`src/rtl/pipelined_addsub_if.sv`:
```
// Operand/result bus of the pipelined adder/subtractor.
//
// Handshake: a transfer happens on a rising clock edge where valid and ready
// are both 1. While valid=1 and ready=0 the source holds valid and its
// payload stable. Ready may depend on the other side's valid, but valid
// never depends on ready.
interface pipelined_addsub_if #(
   parameter int WIDTH = 16
);
   logic             in_valid;
   logic             in_ready;
   logic [WIDTH-1:0] a;
   logic [WIDTH-1:0] b;
   logic             cin;
   logic             sub;
   logic             out_valid;
   logic             out_ready;
   logic [WIDTH-1:0] sum;
   logic             cout;
   logic             ovf;

   // Side that feeds operands and takes results.
   modport master (
      output in_valid, a, b, cin, sub, out_ready,
      input  in_ready, out_valid, sum, cout, ovf
   );

   // The arithmetic block itself.
   modport slave (
      input  in_valid, a, b, cin, sub, out_ready,
      output in_ready, out_valid, sum, cout, ovf
   );
endinterface

```
`src/rtl/pipelined_addsub.sv`:
```
// Pipelined ripple adder/subtractor. The WIDTH-bit operation is cut into
// STAGES = WIDTH/SEG segments of SEG bits. Segment k is added in stage k and
// its carry is registered into stage k+1. Each stage carries only the operand
// bits still to be added (input skew) and the result bits already finished
// (output deskew), so the last stage holds the complete aligned result.
// A subtraction is done as a + ~b + ~cin, so cout=1 means "no borrow".
// Empty slots travel with all-zero payload, so sum/cout/ovf read 0 whenever
// out_valid is 0.
module pipelined_addsub #(
   parameter int WIDTH = 16,
   parameter int SEG   = 4
) (
   input logic               clk,
   input logic               rst,
   pipelined_addsub_if.slave bus
);

   localparam int STAGES = WIDTH / SEG;

   if (SEG < 1 || WIDTH < 2 || (WIDTH % SEG) != 0) begin : g_bad_params
      $error("pipelined_addsub: WIDTH must be >= 2 and a multiple of SEG");
   end

   logic             en;
   logic             load;
   logic [WIDTH-1:0] b_eff;
   logic             c_in0;

   // Global advance enable; operands are conditioned for subtraction once, at entry.
   always_comb begin
      en    = !bus.out_valid || bus.out_ready;
      load  = bus.in_valid && en;
      b_eff = bus.sub ? ~bus.b : bus.b;
      c_in0 = bus.sub ? ~bus.cin : bus.cin;
   end

   assign bus.in_ready = en;

   for (genvar k = 0; k < STAGES; k++) begin : g_stg
      localparam int DW = (k + 1) * SEG;   // result bits complete after this stage
      localparam int RW = WIDTH - DW;      // operand bits still to be added

      logic           v;
      logic           cy;
      logic [DW-1:0]  res;
      logic           v_in;
      logic [SEG-1:0] seg_a;
      logic [SEG-1:0] seg_b;
      logic           seg_ci;
      logic [SEG:0]   seg_sum;
      logic [DW-1:0]  res_nxt;

      if (k == 0) begin : g_src
         // First segment straight from the bus; a bubble enters as zeros.
         always_comb begin
            v_in    = load;
            seg_a   = load ? bus.a[SEG-1:0] : '0;
            seg_b   = load ? b_eff[SEG-1:0] : '0;
            seg_ci  = load & c_in0;
            seg_sum = {1'b0, seg_a} + {1'b0, seg_b} + {{SEG{1'b0}}, seg_ci};
            res_nxt = seg_sum[SEG-1:0];
         end
      end else begin : g_src
         // Next segment from the skewed operands and the registered carry of the previous stage.
         always_comb begin
            v_in    = g_stg[k-1].v;
            seg_a   = g_stg[k-1].g_ops.opa[SEG-1:0];
            seg_b   = g_stg[k-1].g_ops.opb[SEG-1:0];
            seg_ci  = g_stg[k-1].cy;
            seg_sum = {1'b0, seg_a} + {1'b0, seg_b} + {{SEG{1'b0}}, seg_ci};
            res_nxt = {seg_sum[SEG-1:0], g_stg[k-1].res};
         end
      end

      // Stage register: valid, carry out of this segment and the finished low result bits.
      always_ff @(posedge clk) begin
         if (rst) begin
            v   <= 1'b0;
            cy  <= 1'b0;
            res <= '0;
         end else if (en) begin
            v   <= v_in;
            cy  <= seg_sum[SEG];
            res <= res_nxt;
         end
      end

      if (RW > 0) begin : g_ops
         logic [RW-1:0] opa;
         logic [RW-1:0] opb;
         logic [RW-1:0] opa_nxt;
         logic [RW-1:0] opb_nxt;

         if (k == 0) begin : g_first
            // Upper operand segments captured at acceptance, zeroed for a bubble.
            always_comb begin
               opa_nxt = load ? bus.a[WIDTH-1:SEG] : '0;
               opb_nxt = load ? b_eff[WIDTH-1:SEG] : '0;
            end
         end else begin : g_next
            // Drop the segment consumed by this stage, keep the rest.
            always_comb begin
               opa_nxt = g_stg[k-1].g_ops.opa[RW+SEG-1:SEG];
               opb_nxt = g_stg[k-1].g_ops.opb[RW+SEG-1:SEG];
            end
         end

         // Skew register for the operand bits that later stages still need.
         always_ff @(posedge clk) begin
            if (rst) begin
               opa <= '0;
               opb <= '0;
            end else if (en) begin
               opa <= opa_nxt;
               opb <= opb_nxt;
            end
         end
      end

      if (k == STAGES - 1) begin : g_last
         logic ovf_r;
         logic ovf_nxt;

         // Carry into the MSB is recovered from the MSB sum bit; overflow is it XOR carry out.
         always_comb begin
            ovf_nxt = (seg_a[SEG-1] ^ seg_b[SEG-1] ^ seg_sum[SEG-1]) ^ seg_sum[SEG];
         end

         // Overflow flag travels with the final segment.
         always_ff @(posedge clk) begin
            if (rst) begin
               ovf_r <= 1'b0;
            end else if (en) begin
               ovf_r <= ovf_nxt;
            end
         end
      end
   end

   assign bus.out_valid = g_stg[STAGES-1].v;
   assign bus.sum       = g_stg[STAGES-1].res;
   assign bus.cout      = g_stg[STAGES-1].cy;
   assign bus.ovf       = g_stg[STAGES-1].g_last.ovf_r;

endmodule

```
`src/flat_wrapper.sv`:
```
// flat-port wrapper written by rule: the top's interface ports become plain ports
module pipelined_addsub_flat 
#(
   parameter int WIDTH = 16,
   parameter int SEG   = 4
)
  (clk, rst, bus_in_valid, bus_a, bus_b, bus_cin, bus_sub, bus_out_ready, bus_in_ready, bus_out_valid, bus_sum, bus_cout, bus_ovf);
  pipelined_addsub_if #(.WIDTH(WIDTH)) bus_i ();
  input logic clk;
  input logic rst;
  input wire logic [$bits(bus_i.in_valid)-1:0] bus_in_valid;
  input wire logic [$bits(bus_i.a)-1:0] bus_a;
  input wire logic [$bits(bus_i.b)-1:0] bus_b;
  input wire logic [$bits(bus_i.cin)-1:0] bus_cin;
  input wire logic [$bits(bus_i.sub)-1:0] bus_sub;
  input wire logic [$bits(bus_i.out_ready)-1:0] bus_out_ready;
  output wire logic [$bits(bus_i.in_ready)-1:0] bus_in_ready;
  output wire logic [$bits(bus_i.out_valid)-1:0] bus_out_valid;
  output wire logic [$bits(bus_i.sum)-1:0] bus_sum;
  output wire logic [$bits(bus_i.cout)-1:0] bus_cout;
  output wire logic [$bits(bus_i.ovf)-1:0] bus_ovf;
  assign bus_i.in_valid = bus_in_valid;
  assign bus_i.a = bus_a;
  assign bus_i.b = bus_b;
  assign bus_i.cin = bus_cin;
  assign bus_i.sub = bus_sub;
  assign bus_i.out_ready = bus_out_ready;
  assign bus_in_ready = bus_i.in_ready;
  assign bus_out_valid = bus_i.out_valid;
  assign bus_sum = bus_i.sum;
  assign bus_cout = bus_i.cout;
  assign bus_ovf = bus_i.ovf;
  pipelined_addsub #(.WIDTH(WIDTH), .SEG(SEG)) u_core (.clk(clk), .rst(rst), .bus(bus_i));
endmodule
```
`config.mk`:
```
export PLATFORM = sky130hd
export DESIGN_NAME = pipelined_addsub_flat
export DESIGN_NICKNAME = d
export VERILOG_FILES = /design/src/rtl/pipelined_addsub_if.sv /design/src/rtl/pipelined_addsub.sv /design/src/flat_wrapper.sv
export SDC_FILE = /design/constraint.sdc
export NUM_CORES = 1
export LEC_CHECK = 0
export ABC_AREA = 0
export CAP_MARGIN = 5
export CORE_MARGIN = 4
export CORE_UTILIZATION = 56
export CTS_BUF_LIST = sky130_fd_sc_hd__clkbuf_4 sky130_fd_sc_hd__clkbuf_8
export CTS_CLUSTER_DIAMETER = 40
export DETAILED_ROUTE_END_ITERATION = 16
export PLACE_DENSITY = 0.8
export SKIP_LAST_GASP = 1
export SLEW_MARGIN = 10
export SYNTH_ARGS = -nofsm -noshare
export SYNTH_HDL_FRONTEND = slang
export SYNTH_SLANG_ARGS = --single-unit
```
`constraint.sdc`:
```
create_clock -name clk -period 2.8 [get_ports clk]
set_input_delay 0.28 -clock clk [delete_from_list [all_inputs] [get_ports clk]]
set_output_delay 0.28 -clock clk [all_outputs]
set_load 0.005 [all_outputs]
```
After elaboration in Yosys (flattened, before gate mapping)
Index checks and enable logic that the tools add are counted.

Add/sub/neg operators: 8. Bitwise gates (word level): 6. Multiplexer cells: 6. Reduce and logical (&&, ||, !) cells: 3.

Operator list (count): 12-bit two-way mux (2); 4-bit by 4-bit adder with 5-bit output (4); 5-bit by 1-bit adder with 5-bit output (4); 16-bit two-way mux (1); 16-bit inverter (1); 4-bit two-way mux (2); 1-bit bitwise XOR (3); 1-bit AND (1); 1-bit logical AND (1); 1-bit logical NOT (1); 1-bit logical OR (1); 1-bit two-way mux (1); 1-bit inverter (1).

Input bits: 38. Output and inout port bits: 20. Word-level logic and storage cells: 42. Flip-flop bits (word level): 97.

Logic depth before layout (Yosys ltp)
Gate-level depths: netlist of the first run.

Word-level depth: 6. Depth in mapped cells: 13. Mapped depth without buffers: 11.

Least setup slack after synthesis of the first run
OpenSTA, ideal clock, no wires.

Path type: reg2reg. From: register u_core.g_stg[3].v, in the netlist u_core.bus.out_valid. To: register u_core.g_stg[0].res[1]. Data required time: 2.714 ns. Setup time: 0.086 ns. Path buffers: 2. Arrival time: 2.035 ns. Clock period less this slack: 2.121 ns. Cell stages (with the launch flop): 11. Path slack: 0.679 ns. Cell sequence: dfxtp_1 > nor2b_2 > buf_6 > inv_4 > buf_4 > nand2_1 > nor2_1 > fa_1 > inv_1 > fa_1 > a211oi_1.

Longest elaborated chain between the ends: 6. Elaborated cells on any way between the ends: 8. Those cells by class: 2 x add/sub; 2 x mux; 1 x bitwise; 3 x reduce/logical.

RTL lines: start, declared (line pipelined_addsub.sv:43) `logic v;`; start signal, assigned (line pipelined_addsub.sv:82) `v <= v_in;`; 1-bit logical NOT (*) (line pipelined_addsub.sv:31) `en = !bus.out_valid || bus.out_ready;`; 1-bit logical OR (*) (line pipelined_addsub.sv:31); 1-bit logical AND (line pipelined_addsub.sv:32) `load = bus.in_valid && en;`; 4-bit two-way mux (on tied branches) (line pipelined_addsub.sv:57, pipelined_addsub.sv:58); 4-bit by 4-bit adder with 5-bit output (line pipelined_addsub.sv:60) `seg_sum = {1'b0, seg_a} + {1'b0, seg_b} + {{SEG{1'b0}}, seg_ci};`; 5-bit by 1-bit adder with 5-bit output (line pipelined_addsub.sv:60); end signal, assigned (line pipelined_addsub.sv:84) `res <= res_nxt;`; end, declared (line pipelined_addsub.sv:45) `logic [DW-1:0] res;`.

Mark *: on every way between the ends. The rest lies on a longest branch, timed or not. A chain may end at the register's enable or synchronous reset.

Worst setup path in the final report of the first run
From: input port bus_sub. To: register u_core.g_stg[0].res[2].

Longest elaborated chain between the ends: 4. Elaborated cells on any way between the ends: 6. Those cells by class: 2 x add/sub; 3 x mux; 1 x bitwise.

RTL lines: start, declared (line flat_wrapper.sv:15) `input wire logic [$bits(bus_i.sub)-1:0] bus_sub;`; 16-bit two-way mux (line pipelined_addsub.sv:33) `b_eff = bus.sub ? ~bus.b : bus.b;`; 4-bit two-way mux (line pipelined_addsub.sv:58) `seg_b = load ? b_eff[SEG-1:0] : '0;`; 4-bit by 4-bit adder with 5-bit output (line pipelined_addsub.sv:60); 5-bit by 1-bit adder with 5-bit output (*) (line pipelined_addsub.sv:60).

Marked as above.

==> results of run 1 <==
==> registers in the layout (all words and copies together), names as in the netlist <==
register / count
u_core.bus.sum: 16
u_core.bus.ovf: 1
u_core.bus.cout: 1
u_core.g_stg.v: 3
u_core.bus.out_valid: 1
u_core.g_stg.cy: 3
u_core.g_stg.res: 24
u_core.g_stg.g_ops.opa: 24
u_core.g_stg.g_ops.opb: 24
==> report_power, final <==
group / switching (mW) / total [mW] / leakage (nW) / internal (mW)
logic: 0.137 / 0.279 / 0.981 / 0.142
registers: 0.0352 / 1.47 / 0.791 / 1.44
clock network: 0.461 / 0.997 / 0.117 / 0.536
total: 0.633 / 2.75 / 1.89 / 2.12
==> final timing paths <==
| kind | startpoint | to | slack [ns] | depth (start not counted) |
|---|---|---|---|---|
| worst max-delay path | bus_sub | u_core.g_stg[0].res[2]$_SDFFE_PP0N_ | 0.59 | 10 |
| worst min-delay path | u_core.bus.sum[1]$_SDFFE_PP0N_ | u_core.bus.sum[1]$_SDFFE_PP0N_ | 0.45 | 2 |
| worst max register to register | u_core.bus.out_valid$_SDFFE_PP0N_ | u_core.g_stg[0].res[2]$_SDFFE_PP0N_ | 0.67 | 11 |
| worst min register to register | u_core.bus.sum[1]$_SDFFE_PP0N_ | u_core.bus.sum[1]$_SDFFE_PP0N_ | 0.45 | 2 |
==> synthesized netlist by cell type (6+ instances only) <==
library cell,count
a22oi_2,18
a211oi_1,10
ha_1,12
buf_2,15
nor2_1,46
a22oi_1,6
nand2_1,113
inv_1,11
clkbuf_1,14
xor2_1,15
a21oi_1,62
dfxtp_1,97
fa_1,8
==> cell families (layout without fill, tap and decap cells) <==
group                      count (synthesis)  in the layout  synth area share, %
and+or+nand+nor                          189            189                 19.0
AOI/OAI and AO/OA                        105            105                 17.2
DFF                                       97             97                 46.6
buffers and inverters                     47             94                 5.64
adders and majority gates                 20             20                 7.44
xor gates and xnor gates                  20             20                 4.20
==> layout by cell type (no fill, tap or decap), types with 2 or more instances in the layout <==
master and instances:
nand2_1 113, dfxtp_1 97, a21oi_1 62, clkdlybuf4s50_1 56
nor2_1 46, a22oi_2 18, xor2_1 15, ha_1 12
inv_1 11, a211oi_1 10, clkbuf_8 10, buf_4 9
fa_1 8, a22oi_1 6, xnor2_1 5, nor2b_1 5
nand3b_1 5, nor3_1 4, nand3_1 4, a21o_1 4
and3_1 3, o21ai_0 3, nand2b_1 2, or4_1 2
nand4b_1 2, bufinv_16 2, clkinv_2 2
==> routing by layer <==
| metal | part of all wire (%) | up-vias | GRT usage, % |
|---|---|---|---|
| li1 | - | 1665 | - |
| met1 | 44 | 1551 | 24.5 |
| met2 | 50 | 64 | 33.2 |
| met3 | 4.0 | 13 | 4.17 |
| met4 | 1.6 | 0 | 7.58 |
| met5 | 0 | - | 0 |
==> area by class of cell <==
cell class	count	area, sq um	area share, %
Sequential cell	97	1940	39.1
Timing Repair Buffer	66	633	12.7
Multi-Input combinational cell	334	2000	40.2
Tap cell	99	124	2.49
Clock inverter	5	78.8	1.59
Clock buffer	11	145	2.92
Inverter	12	47.5	0.957
==> metrics by stage <==
step | instances | setup slack (ns) | total power, mW
floorplan | 478 | 0.679 | 1.67
global placement | 608 | 0.340 | 1.77
global route | 624 | 0.412 | 2.86
finish | 624 | 0.594 | 2.75
detailed placement | 608 | 0.216 | 1.79
CTS | 624 | 0.613 | 2.77
==> critical path, cell delays in order <==
cell,delay [ns]
clkdlybuf4s50_1,0.61
xnor2_1,0.23
nor2_1,0.17
fa_1,0.24
inv_1,0.06
fa_1,0.37
nor2b_1,0.16
nor3_1,0.07
a21oi_1,0.16
nor2_1,0.06
==> impl_metrics.py, run 1 <==
metrics = {
    "sta": {
        "maxSlewViolCount": 0,
        "setup_viol": 0,
        "timing.setup.tns_ns": 0,
        "final_hold_viol_count": 0,
        "rsz0062_at_grt": "no",
        "relSlewSlack_pct": 29.9,
        "max_freq_mhz": 453,
        "min_period_over_period_pct": 78.8,
        "whs_ns": 0.453,
        "layout_min_cycle_time_ns": 2.21,
        "finalClockSkew_ns": 0.00881,
        "tightestPinTransition_ns": 1.05,
    },
    "final_layout": {
        "area_growth_pct": 19.1,
        "antenna_cells": 0,
        "final_core_util_pct": 68.5,
        "nets": 578,
        "nFillCells": 627,
        "final_area_sq_um": 4970,
        "drive_gt1_share_pct": 8.76,
    },
    "clocking": {
        "cts.repair.resized": 0,
        "clk_pin_slew_ns": 0.09,
        "clock_path_buffers": 2,
        "clock_sinks": 97,
        "post_cts.repair.setup_buffers": 0,
        "htreeDepth": 3,
        "hold_buffers": 0,
        "clk-insertion-delay-late_ns": 0.36,
        "clockRootBuffer": "clkbuf_8",
        "cts_tree": "built",
        "numCtsBuffers": 9,
    },
    "route": {
        "remaining_drc_errors": 0,
        "dr.pass1.iters": 5,
        "wire_per_inst_microns": 13.4,
        "via_count": 3293,
        "wl_mm": 8.36,
        "drtIter0Drc": 145,
        "vias_per_cell": 5.28,
        "ant_nets": 0,
    },
    "floorplan": {
        "coreArea_sq_um": 7250,
        "pin_count": 58,
        "start_util_pct": 57.5,
        "die_h_microns": 94.3,
        "die_x_microns": 94.3,
        "die_area_sq_um": 8890,
        "std_cell_rows": 31,
    },
    "setup_path": {
        "crit_path_start_kind": "input pin",
        "critical_path_class": "in2reg",
        "arrival_ns": 2.42,
        "endpoint_kind": "flop",
        "critPathRequiredTime_ns": 3.01,
        "crit_fanout": 6,
    },
    "grt": {
        "grt_pass1_vias": 3096,
        "antenna_found_initial": 0,
        "overflow": 0,
        "grt_pass1_wl_mm": 13.7,
        "track_usage_pct": 19.7,
        "grt_start_max_net_pins": 99,
    },
    "power": {
        "p_per_area_nw_per_um2": 554,
        "vdd_drop_max_mv": 0.282,
        "p_leak_nw": 1.89,
    },
    "placement": {
        "dpl_cell_area_sq_um": 4740,
        "place_congestion": 0.827,
        "portBuffers": 57,
        "hpwlAfterDp_mm": 5.75,
    },
    "logic_synthesis": {
        "synth_cells": 478,
        "synth_edf_count": 0,
        "syn_nets": 536,
        "synthTopCellsByArea": "dfxtp_1 (47%), nand2_1 (10%), a21oi_1 (7.4%)",
        "synth.distinct_cells": 32,
        "ys_ff_latch": 97,
        "async_flop_share_pct": 0,
        "synth.top_cell.area_share_pct": 46.6,
        "syn_area_sq_um": 4170,
        "synth_top_area_cell": "dfxtp_1",
        "yosysSeqAreaShare_pct": 46.6,
        "yosysWarningCount": 0,
        "avgSynthCellArea_sq_um": 8.72,
        "synth_ff_type": "dfxtp_1",
    },
    "outcome": {
        "outcome": "finished, final reports clean",
    },
    "job": {
        "max_cap_violations": 0,
    },
    "min_path": {
        "hold_path_class": "reg2reg",
    },
}
No activity file was read; power rests on OpenSTA's default activity.
==> run 2, diff against run 1 <==
Clock period 2.8 ns to 2.1 ns, I/O delays scaled along.
==> impl_metrics.py, run 2 (synthesized netlist as in run 1, its figures left out) <==
metrics = {
    "outcome": {
        "outcome": "finished, final reports clean",
    },
    "route": {
        "dr.pass1.iters": 4,
        "wire_per_inst_microns": 13.6,
        "remaining_drc_errors": 0,
        "wl_mm": 8.55,
        "ant_nets": 0,
        "via_count": 3275,
        "vias_per_cell": 5.20,
        "drtIter0Drc": 185,
    },
    "final_layout": {
        "antenna_cells": 0,
        "final_area_sq_um": 5040,
        "layout_commonest_cell": "nand2_1",
        "reg.largest.list": "u_core.g_stg.g_ops.opa x24, u_core.g_stg.g_ops.opb x24, u_core.g_stg.res x24",
        "nets": 584,
        "final_cell_mix": "nand2_1 (110), dfxtp_1 (97), a21oi_1 (62), clkdlybuf4s50_1 (55), nor2_1 (44)",
        "nFillCells": 584,
        "area_growth_pct": 20.9,
        "drive_gt1_share_pct": 11.9,
    },
    "setup_path": {
        "reg2reg_to": "u_core.g_stg[0].res[2]$_SDFFE_PP0N_",
        "arrival_ns": 2.30,
        "endpoint_kind": "flop",
        "critical_path_class": "reg2reg",
        "crit_fanout": 5,
        "critPathRequiredTime_ns": 2.35,
        "rr_startpoint": "u_core.bus.out_valid$_SDFFE_PP0N_",
        "r2r_slack_ns": 0.05,
        "crit_path_start_kind": "flop",
        "reg2reg_depth": 11,
    },
    "clocking": {
        "clk_pin_slew_ns": 0.09,
        "clock_path_buffers": 2,
        "clock_sinks": 97,
        "clk-insertion-delay-late_ns": 0.37,
        "clockRootBuffer": "clkbuf_8",
        "numCtsBuffers": 9,
        "post_cts.repair.setup_buffers": 0,
        "cts_tree": "built",
        "htreeDepth": 3,
    },
    "placement": {
        "portBuffers": 57,
        "place_congestion": 0.783,
        "dpl_cell_area_sq_um": 4800,
        "hpwlAfterDp_mm": 5.82,
    },
    "grt": {
        "overflow": 0,
        "grt_start_max_net_pins": 99,
        "track_usage_pct": 20.1,
        "grt_pass1_vias": 2954,
        "grt_pass1_wl_mm": 13.9,
        "antenna_found_initial": 0,
    },
    "min_path": {
        "hold_path_class": "in2reg",
        "min_from": "rst",
        "min_delay_path_depth": 2,
        "min_to": "u_core.g_stg[0].g_ops.opa[0]$_SDFFE_PP0N_",
    },
    "power": {
        "p_leak_nw": 1.92,
        "p_per_area_nw_per_um2": 709,
        "sw_frac_of_total_pct": 24.2,
        "vdd_drop_max_mv": 0.422,
        "seqPwrFrac_pct": 54.9,
        "power.total_mw": 3.58,
        "p_int_mw": 2.71,
        "p_switching_mw": 0.864,
        "clkPwrFrac_pct": 34.0,
        "comb_power_share_pct": 11.1,
    },
    "sta": {
        "maxSlewViolCount": 0,
        "relSlewSlack_pct": 29.9,
        "setup_viol": 0,
        "max_freq_mhz": 489,
        "finalClockSkew_ns": 0.0107,
        "final_hold_viol_count": 0,
        "min_period_over_period_pct": 97.4,
        "layout_min_cycle_time_ns": 2.05,
        "tightestPinTransition_ns": 1.05,
    },
    "floorplan": {
        "die_h_microns": 94.3,
        "die_x_microns": 94.3,
        "start_util_pct": 57.5,
        "std_cell_rows": 31,
        "coreArea_sq_um": 7250,
        "pin_count": 58,
        "die_area_sq_um": 8890,
    },
    "job": {
        "max_cap_violations": 0,
    },
}
## run 2: per-stage QoR
step	hold slack, ns	setup TNS (ns)	worst slack (ns)	instances	utilization, %
3_3_place_gp	0.439	-0.652	-0.176	614	66.1
4_1_cts	0.414	0	0.0244	630	68.9
6_report	0.418	0	0.0545	630	69.5
5_1_grt	0.455	-0.0727	-0.0727	630	69.5
2_1_floorplan	0.345	0	0.0119	478	-
3_5_place_dp	0.444	-0.996	-0.282	614	66.1
## run 2: repair_timing
| item | CTS | global route |
|---|---|---|
| resized for setup | 0 | 13 |
| endpoints found under the setup margin | 0 | 4 |
| hold buffers | 0 | 0 |
## run 2: metal layers
metal / wire (microns) / up-vias / global-route usage (%)
met2: 4050 / 59 / 31.4
met4: 167 / 0 / 8.06
met1: 3970 / 1523 / 26.9
met5: 0 / - / 0
met3: 362 / 16 / 4.65
li1: - / 1677 / -
## run 2: area by class of cell
type / count / area [sq um] / area share [%]
Sequential cell: 97 / 1940 / 38.5
Timing Repair Buffer: 72 / 684 / 13.6
Inverter: 12 / 47.5 / 0.943
Clock buffer: 11 / 145 / 2.88
Tap cell: 99 / 124 / 2.46
Clock inverter: 5 / 55.1 / 1.09
Multi-Input combinational cell: 334 / 2040 / 40.5
## run 2: critical path, cell delays in order, from the launching register on
cell and delay, ns:
dfxtp_1 0.36, nor2b_4 0.18, inv_4 0.06, nand2_2 0.13, nor2_4 0.05, fa_2 0.39, inv_1 0.09, fa_2 0.21
nor2b_2 0.15, nor3_2 0.05, a21oi_1 0.19, nor2_1 0.08
## run 2: worst max-delay path by stage
| stage | slack [ns] | to | from |
|---|---|---|---|
| floorplan | 0.01 | u_core.g_stg[0].res[1]$_SDFFE_PP0N_ | u_core.bus.out_valid$_SDFFE_PP0N_ |
| global placement | -0.18 | u_core.g_stg[0].res[2]$_SDFFE_PP0N_ | bus_sub |
| detailed placement | -0.28 | u_core.g_stg[0].cy$_SDFFE_PP0N_ | bus_sub |
| CTS | 0.02 | bus_in_ready | u_core.bus.out_valid$_SDFFE_PP0N_ |
| global route | -0.07 | u_core.g_stg[0].res[2]$_SDFFE_PP0N_ | u_core.bus.out_valid$_SDFFE_PP0N_ |
| finish | 0.05 | u_core.g_stg[0].res[2]$_SDFFE_PP0N_ | u_core.bus.out_valid$_SDFFE_PP0N_ |
## run 2: power groups by stage
stage / Sequential (mW) / Combinational [mW] / Clock [mW]
after floorplan: 2.00 / 0.236 / 0
after global placement: 2.00 / 0.369 / 0
after detailed placement: 2.01 / 0.381 / 0
after CTS: 1.96 / 0.384 / 1.23
after global routing: 1.97 / 0.440 / 1.33
final: 1.96 / 0.396 / 1.22
